$ cat src/rtl/elm_hex_line_rx_pkg.sv
// elm_hex_line_rx_pkg
// Shared definitions for the ELM327 hex line receiver:
//   - ASCII constants for the characters with special meaning on the line
//   - fetch FSM state encoding
//   - character classification produced by ascii_hex_decode
package elm_hex_line_rx_pkg;

  localparam logic [7:0] CHAR_CR     = 8'h0D;
  localparam logic [7:0] CHAR_LF     = 8'h0A;
  localparam logic [7:0] CHAR_SPACE  = 8'h20;
  localparam logic [7:0] CHAR_PROMPT = 8'h3E;

  // IDLE waits for a character, TAKE consumes it, GAP1/GAP2 let the UART
  // pointer settle before the FIFO head is looked at again.
  typedef enum logic [1:0] {
    ST_IDLE,
    ST_TAKE,
    ST_GAP1,
    ST_GAP2
  } fetch_state_t;

  typedef enum logic [2:0] {
    CLS_HEX,
    CLS_IGNORE,
    CLS_EOL,
    CLS_PROMPT,
    CLS_ILLEGAL
  } char_class_t;

endpackage

$ cat src/rtl/elm_hex_line_rx_ascii_hex_decode.sv
// ascii_hex_decode
// Purely combinational classifier for one ASCII character.
// Ports:
//   i_char     in   8  character to classify
//   o_is_hex   out  1  character is 0-9, A-F or a-f
//   o_nibble   out  4  nibble value when o_is_hex, else 0
//   o_class    out  3  char_class_t of the character
module ascii_hex_decode
  import elm_hex_line_rx_pkg::*;
(
  input  logic [7:0]  i_char,
  output logic        o_is_hex,
  output logic [3:0]  o_nibble,
  output char_class_t o_class
);

  logic w_isDigit;
  logic w_isLetter;

  assign w_isDigit  = (i_char >= 8'h30) && (i_char <= 8'h39);
  assign w_isLetter = ((i_char >= 8'h41) && (i_char <= 8'h46)) ||
                      ((i_char >= 8'h61) && (i_char <= 8'h66));

  // Letters A-F and a-f both have low nibbles 1..6, so adding 9 gives
  // 10..15; digits already carry their value in the low nibble.
  always_comb begin
    o_is_hex = 1'b0;
    o_nibble = 4'h0;
    o_class  = CLS_ILLEGAL;
    if (w_isDigit) begin
      o_is_hex = 1'b1;
      o_nibble = i_char[3:0];
      o_class  = CLS_HEX;
    end else if (w_isLetter) begin
      o_is_hex = 1'b1;
      o_nibble = i_char[3:0] + 4'd9;
      o_class  = CLS_HEX;
    end else if ((i_char == CHAR_SPACE) || (i_char == CHAR_LF)) begin
      o_class = CLS_IGNORE;
    end else if (i_char == CHAR_CR) begin
      o_class = CLS_EOL;
    end else if (i_char == CHAR_PROMPT) begin
      o_class = CLS_PROMPT;
    end
  end

endmodule

$ cat src/rtl/elm_hex_line_rx.sv
// elm_hex_line_rx
// Pulls ASCII characters from the UART rx FIFO and assembles ELM327 style
// hex lines ("41 0B 64\r") into a small byte buffer for the OBD decoder.
// Optional feature macro: ELM_HEXLINE_PROMPT_EN
//   defined   : '>' pulses prompt_tick and leaves the line alone
//   undefined : '>' counts as an illegal character, prompt_tick stays 0
// Ports:
//   clk, reset   clock and synchronous active-high reset
//   rx_empty     UART FIFO empty
//   r_data       UART FIFO head character (bits [7:0] used)
//   rd_uart      one-cycle read strobe to the UART
//   line_valid   a complete line is held in the buffer
//   line_len     number of bytes in the held line
//   line_addr    buffer read address
//   line_byte    buffer byte at line_addr (combinational)
//   line_ack     consumer releases the buffer
//   e_char/e_odd/e_ovf  illegal char / unpaired nibble / overflow flags
//   prompt_tick  one-cycle pulse on '>' (macro builds only)
module elm_hex_line_rx
  import elm_hex_line_rx_pkg::*;
#(
  parameter int BUF_W = 4,
  parameter int DBIT  = 8
) (
  input  logic             clk,
  input  logic             reset,
  input  logic             rx_empty,
  input  logic [DBIT-1:0]  r_data,
  output logic             rd_uart,
  output logic             line_valid,
  output logic [BUF_W:0]   line_len,
  input  logic [BUF_W-1:0] line_addr,
  output logic [7:0]       line_byte,
  input  logic             line_ack,
  output logic             e_char,
  output logic             e_odd,
  output logic             e_ovf,
  output logic             prompt_tick
);

  fetch_state_t r_state;
  logic [7:0]   r_buf [2**BUF_W];
  logic [BUF_W:0] r_wptr;
  logic [3:0]   r_hi;
  logic         r_half;
  logic         r_bad;
  logic         r_ovf;

  logic [7:0]   w_char;
  logic         w_isHex;
  logic [3:0]   w_nibble;
  char_class_t  w_class;
  logic         w_full;
  logic         w_wrEn;

  assign w_char = r_data[7:0];

  ascii_hex_decode u_decode (
    .i_char   (w_char),
    .o_is_hex (w_isHex),
    .o_nibble (w_nibble),
    .o_class  (w_class)
  );

  // The pointer never exceeds the depth, so its top bit alone means full.
  assign w_full = r_wptr[BUF_W];
  assign w_wrEn = (r_state == ST_TAKE) && w_isHex && r_half && !w_full;

  assign line_byte = r_buf[line_addr];

  // Byte buffer: the second nibble of a pair completes a byte and stores it
  // at the write pointer. Contents need no reset since line_len gates them.
  always_ff @(posedge clk) begin
    if (w_wrEn) begin
      r_buf[r_wptr[BUF_W-1:0]] <= {r_hi, w_nibble};
    end
  end

  // Fetch FSM plus line assembly. rd_uart is raised on the IDLE->TAKE
  // transition so it is high exactly during TAKE, the cycle the head
  // character is consumed. The two gap states keep strobes at least four
  // clocks apart. Fetching stops while a line is held so the UART FIFO
  // buffers the backlog until the consumer acknowledges.
  always_ff @(posedge clk) begin
    if (reset) begin
      r_state     <= ST_IDLE;
      rd_uart     <= 1'b0;
      line_valid  <= 1'b0;
      line_len    <= '0;
      e_char      <= 1'b0;
      e_odd       <= 1'b0;
      e_ovf       <= 1'b0;
      prompt_tick <= 1'b0;
      r_wptr      <= '0;
      r_hi        <= 4'h0;
      r_half      <= 1'b0;
      r_bad       <= 1'b0;
      r_ovf       <= 1'b0;
    end else begin
      rd_uart     <= 1'b0;
      prompt_tick <= 1'b0;

      if (line_valid && line_ack) begin
        line_valid <= 1'b0;
        line_len   <= '0;
        e_char     <= 1'b0;
        e_odd      <= 1'b0;
        e_ovf      <= 1'b0;
        r_wptr     <= '0;
      end

      unique case (r_state)
        ST_IDLE: begin
          if (!rx_empty && !line_valid) begin
            r_state <= ST_TAKE;
            rd_uart <= 1'b1;
          end
        end
        ST_TAKE: begin
          r_state <= ST_GAP1;
          unique case (w_class)
            CLS_HEX: begin
              if (!r_half) begin
                r_hi   <= w_nibble;
                r_half <= 1'b1;
              end else begin
                r_half <= 1'b0;
                if (w_full) begin
                  r_ovf <= 1'b1;
                end else begin
                  r_wptr <= r_wptr + 1'b1;
                end
              end
            end
            CLS_IGNORE: begin
            end
            CLS_EOL: begin
              // A bare CR with nothing collected and no errors is dropped.
              if ((r_wptr != '0) || r_half || r_bad || r_ovf) begin
                line_valid <= 1'b1;
                line_len   <= r_wptr;
                e_odd      <= r_half;
                e_char     <= r_bad;
                e_ovf      <= r_ovf;
              end
              r_wptr <= '0;
              r_half <= 1'b0;
              r_bad  <= 1'b0;
              r_ovf  <= 1'b0;
            end
            CLS_PROMPT: begin
`ifdef ELM_HEXLINE_PROMPT_EN
              prompt_tick <= 1'b1;
`else
              r_bad <= 1'b1;
`endif
            end
            default: begin
              r_bad <= 1'b1;
            end
          endcase
        end
        ST_GAP1: r_state <= ST_GAP2;
        ST_GAP2: r_state <= ST_IDLE;
        default: r_state <= ST_IDLE;
      endcase
    end
  end

endmodule

$ cat config.mk
export PLATFORM = sky130hd
export DESIGN_NAME = elm_hex_line_rx
export DESIGN_NICKNAME = d
export VERILOG_FILES = /design/src/rtl/elm_hex_line_rx_pkg.sv /design/src/rtl/elm_hex_line_rx_ascii_hex_decode.sv /design/src/rtl/elm_hex_line_rx.sv
export SDC_FILE = /design/constraint.sdc
export NUM_CORES = 1
export LEC_CHECK = 0
export ABC_AREA = 1
export BUFFER_PORTS_ARGS = -buffer_cell sky130_fd_sc_hd__buf_4
export CAP_MARGIN = 25
export CORE_MARGIN = 4
export CORE_UTILIZATION = 35
export DETAILED_ROUTE_END_ITERATION = 8
export GPL_TIMING_DRIVEN = 0
export HOLD_SLACK_MARGIN = 0.12
export PLACE_DENSITY = 0.63
export SLEW_MARGIN = 30
export SYNTH_ARGS = -nofsm -noshare
export SYNTH_HDL_FRONTEND = slang
export SYNTH_HIERARCHICAL = 1
export SYNTH_SLANG_ARGS = --single-unit
$ cat constraint.sdc
create_clock -name clk -period 1.9 [get_ports clk]
set_clock_uncertainty 0.05 [all_clocks]
set_input_delay 0.095 -clock clk [delete_from_list [all_inputs] [get_ports clk]]
set_output_delay 0.095 -clock clk [all_outputs]
set_load 0.02 [all_outputs]
==> summary.md <==
| Metric | Value |
|---|---|
| Status | completed |
| Net switching power | 1880 uW |
| Hold Fails Final Rpt | 0 |
| Core area | 19,000 um^2 |
| Row count | 50 |
| Unrepaired setup endpoints after global routing | false |
| Fin nets | 744 |
| IO buf count | 29 |
| Leak Pwr | ~0.0033 uW |
| Die Ht | 148 um |
| # DRC | 0 |
| Share of the synthesized area in the top cell type | 0.563 |
| Ys flop type | edfxtp_1 |
| Max VDD drop | 0.662 mV |
| Critical path's top delay family | simple AND/OR/NAND/NOR gates |
| DR iter-0 viols | ~460 |
| Mean Syn Cell Area | 10.6 um^2 |
| H-tree Lvls | 4 |
| Setup WS post-layout | approximately 170 ps |
| CTS max path bufs | 2 |
| Slew HR | 0.465 |
| Avg WL per Cell | 16.8 um |
| MaxCap Viol Count | 0 |
| Synth Area in Simple Gates | 0.148 |
| Worst-path fanout max | 8 |
| CTS tree | done |
| Clock network power share | 0.431 |
| Die area | 21,800 um^2 |
| Area share of fa/ha/maj cells after synthesis | 0.0220 |
| Root Buffer | clkbuf_16 |
| Combinational Power Share | 0.081 |
| Sw Ratio | 0.248 |
| Post-synth ARST share | 0 |
| Buf+Inv Stages, Crit Path | 2 |
| Post-synthesis mux area share | 0 |
| Mapped cell area | 6830 um^2 |
| Critical path type | flip-flop to flip-flop |
| Slowest Stage Delay on Critical Path | 320 ps |
| Initial antenna violation count | 0 |
| Vias per cell | 4.95 |
| Placer congestion estimate | 0.905 |
| Worst-Skew Late Latency | 420 ps |
| Top cells by area, synth | edfxtp_1 56%, dfxtp_1 7.0%, inv_1 5.2% |
| Final setup violation count | 0 |
| Top-count cell post-synth | edfxtp_1 |
| Starting Density | 0.360 |
| Post-Place Worst Slack | -693 ps |
| Complex-gate fraction of the synthesized area | 0.111 |
| Final ANT Viol Nets | 0 |
| Vias | 4,893 |
| Global Route Usage Sum | 0.161 |
| Vias in the first global route | approximately 4,800 |
| Number of diodes | 0 |
| Global-route wire length before repair | between 20,000 and 30,000 um |
| Number of clock sinks | roughly 150 |
| Fmax | ~580 MHz |
| Syn Nets | 674 |
| Share of layout cells above drive strength 1 | 0.206 |
| Nature of the critical path endpoint | flip-flop |
| CTS clk-pin slew, worst paths | 70 ps |
| Req. time, crit path | 1950 ps |
| Die W | ~150 um |
| Post-synthesis cell type count | 37 |
| EDFF count, synth | 128 |
| Crit path DAT | 1780 ps |
| Sequential area share after synthesis | 0.633 |
| Startpoint types | flip-flop |
| Synth cell count leaders | 128 x edfxtp_1, 95 x inv_1, 83 x nand2_1 |
| Worst slew pin tran | 801 ps |
| Fillers | between 1,500 and 2,000 |
| Cts bufs inserted | 17 |
| Reg power frac | 0.488 |
| First-pass DRT Iterations | 5 |
| Tmin final | around 1700 ps |
| Max stage delay cell, worst path | dfxtp_1 |
| Internal Pwr Total | 5700 uW |
| DP Wirelength | 11,300 um |
| Final Core Density | 0.444 |
| Pin count of the biggest net entering global routing | 18 |
| Hold WC Path Type | primary input to flip-flop |
| Power per cell area | 900 nW/um^2 |
| Final slew viol count | 0 |
| Drt total wl | 16,600 um |
| XOR/XNOR share of the synthesized area | 0.00128 |
| Placed cell count | 939 |
| Total congestion overflow | 0 |
| Fin area | 8420 um^2 |
| Largest family of logic cells by synthesized area | simple AND/OR/NAND/NOR gates |
| Total Power | 7580 uW |
| Yosys top cell by area | edfxtp_1 |
| Synthesized instance count | about 650 |
| Fin cells | ~1,000 |
| CP cell instances | inv_2, ha_4, nand2_1, nor2_4, buf_4, nand2_4, nor2_4 |
| Final period utilization | 0.911 |
| # IOs | 35 |
| Cell mode on critical path | nor2_4 |
| YS warnings | 6 |
| FF+latch count, synth | 152 |
| Placed Instance Area | 7430 um^2 |
| Area delta synth->final | 23.4% |
area by class of cell:
class                      count  area, um^2  area share
tap                          260         325      0.0386
multi-input combinational    364        2110       0.251
clock buffer                  17         425      0.0505
buffer                        32         208      0.0247
clock inverter                15         145      0.0172
timing repair buffer          51         514      0.0611
inverter                      98         370      0.0440
sequential                   152        4320       0.513
worst paths after layout:
path / start / cells past startpoint / slack (ps) / endpoint
worst max-delay path: r_state[1] / 7 / 170 / r_buf[12][2]
worst min-delay path: r_data[3] / 3 / 150 / r_buf[2][3]
worst max register to register: r_state[1] / 7 / 170 / r_buf[12][2]
worst min register to register: e_odd / 2 / 420 / e_odd
per-stage QoR:
step | setup TNS [ps] | hold WS, ps
detailed placement | -79490 | 223
CTS | 0 | 138
finish | 0 | 149
global placement | -128120 | 220
global route | 0 | 176
floorplan | 0 | 123
per-layer routing:
| layer | share of wire | global-route usage | wire length [um] | up-vias |
|---|---|---|---|---|
| met1 | 0.44 | 0.211 | 7320 | 2332 |
| met5 | 0 | 0 | 0 | - |
| met3 | 0.069 | 0.0405 | 1150 | 28 |
| met2 | 0.47 | 0.262 | 7870 | 173 |
| li1 | - | - | - | 2360 |
| met4 | 0.018 | 0.0494 | 296 | 0 |
worst min-delay path, delay by kind of cell:
kind | cells | cell delay, ps
buffers and inverters | 2 | 200
AOI/OAI and AO/OA | 1 | 120
sequential cells by signal (all words and copies together), names as in the netlist:
signal / count
e_char: 1
e_odd: 1
e_ovf: 1
line_len: 5
line_valid: 1
r_bad: 1
r_buf: 128
r_half: 1
r_hi: 4
r_ovf: 1
r_state: 2
r_wptr: 5
rd_uart: 1
power groups by stage:
stage	sequential, uW	clock, uW	combinational [uW]
2_1_floorplan	3740	0	388
3_3_place_gp	3760	0	569
3_5_place_dp	3760	0	585
4_1_cts	3690	3310	603
5_1_grt	3700	3460	701
6_report	3700	3260	618
layout by cell type, fill, tap and decap left out, types with 2 or more instances in the layout:
cell type        n
o21ai_1          4
dfxtp_1         24
buf_4           35
clkbuf_1         5
a21oi_1         47
nor2_2           3
inv_8            3
edfxtp_1       128
buf_6           10
nand3_2          6
clkinv_1         2
dlygate4sd3_1    5
clkbuf_16       17
buf_2           17
nor2_1          30
o21ai_2          6
nand2_4          5
buf_12           8
inv_2            2
inv_1           94
nand2_2          2
clkinvlp_4       5
ha_1            11
nor2_4          19
nor3_1           4
nand3_1         62
nand4_1          4
nand2_1         79
o211ai_1        32
inv_6            3
o21ai_0         40
cell families (layout without fill, tap and decap cells):
family | count (synthesis) | after routing
other | 1 | 1
DFF | 152 | 152
adders and majority gates | 12 | 12
and+or+nand+nor | 218 | 218
AOI/OAI and AO/OA | 132 | 132
xor gates and xnor gates | 1 | 1
buffers and inverters | 130 | 213
what timing repair did:
action / CTS / global route
gates cloned: 0 / 0
hold buffers: 5 / 0
pin swaps: 9 / 6
resized for setup: 39 / 6
setup endpoints to repair: 128 / 129
hold endpoints to repair: 19 / 0
buffers inserted: 10 / 3
Power figures use the tool's default switching activity.
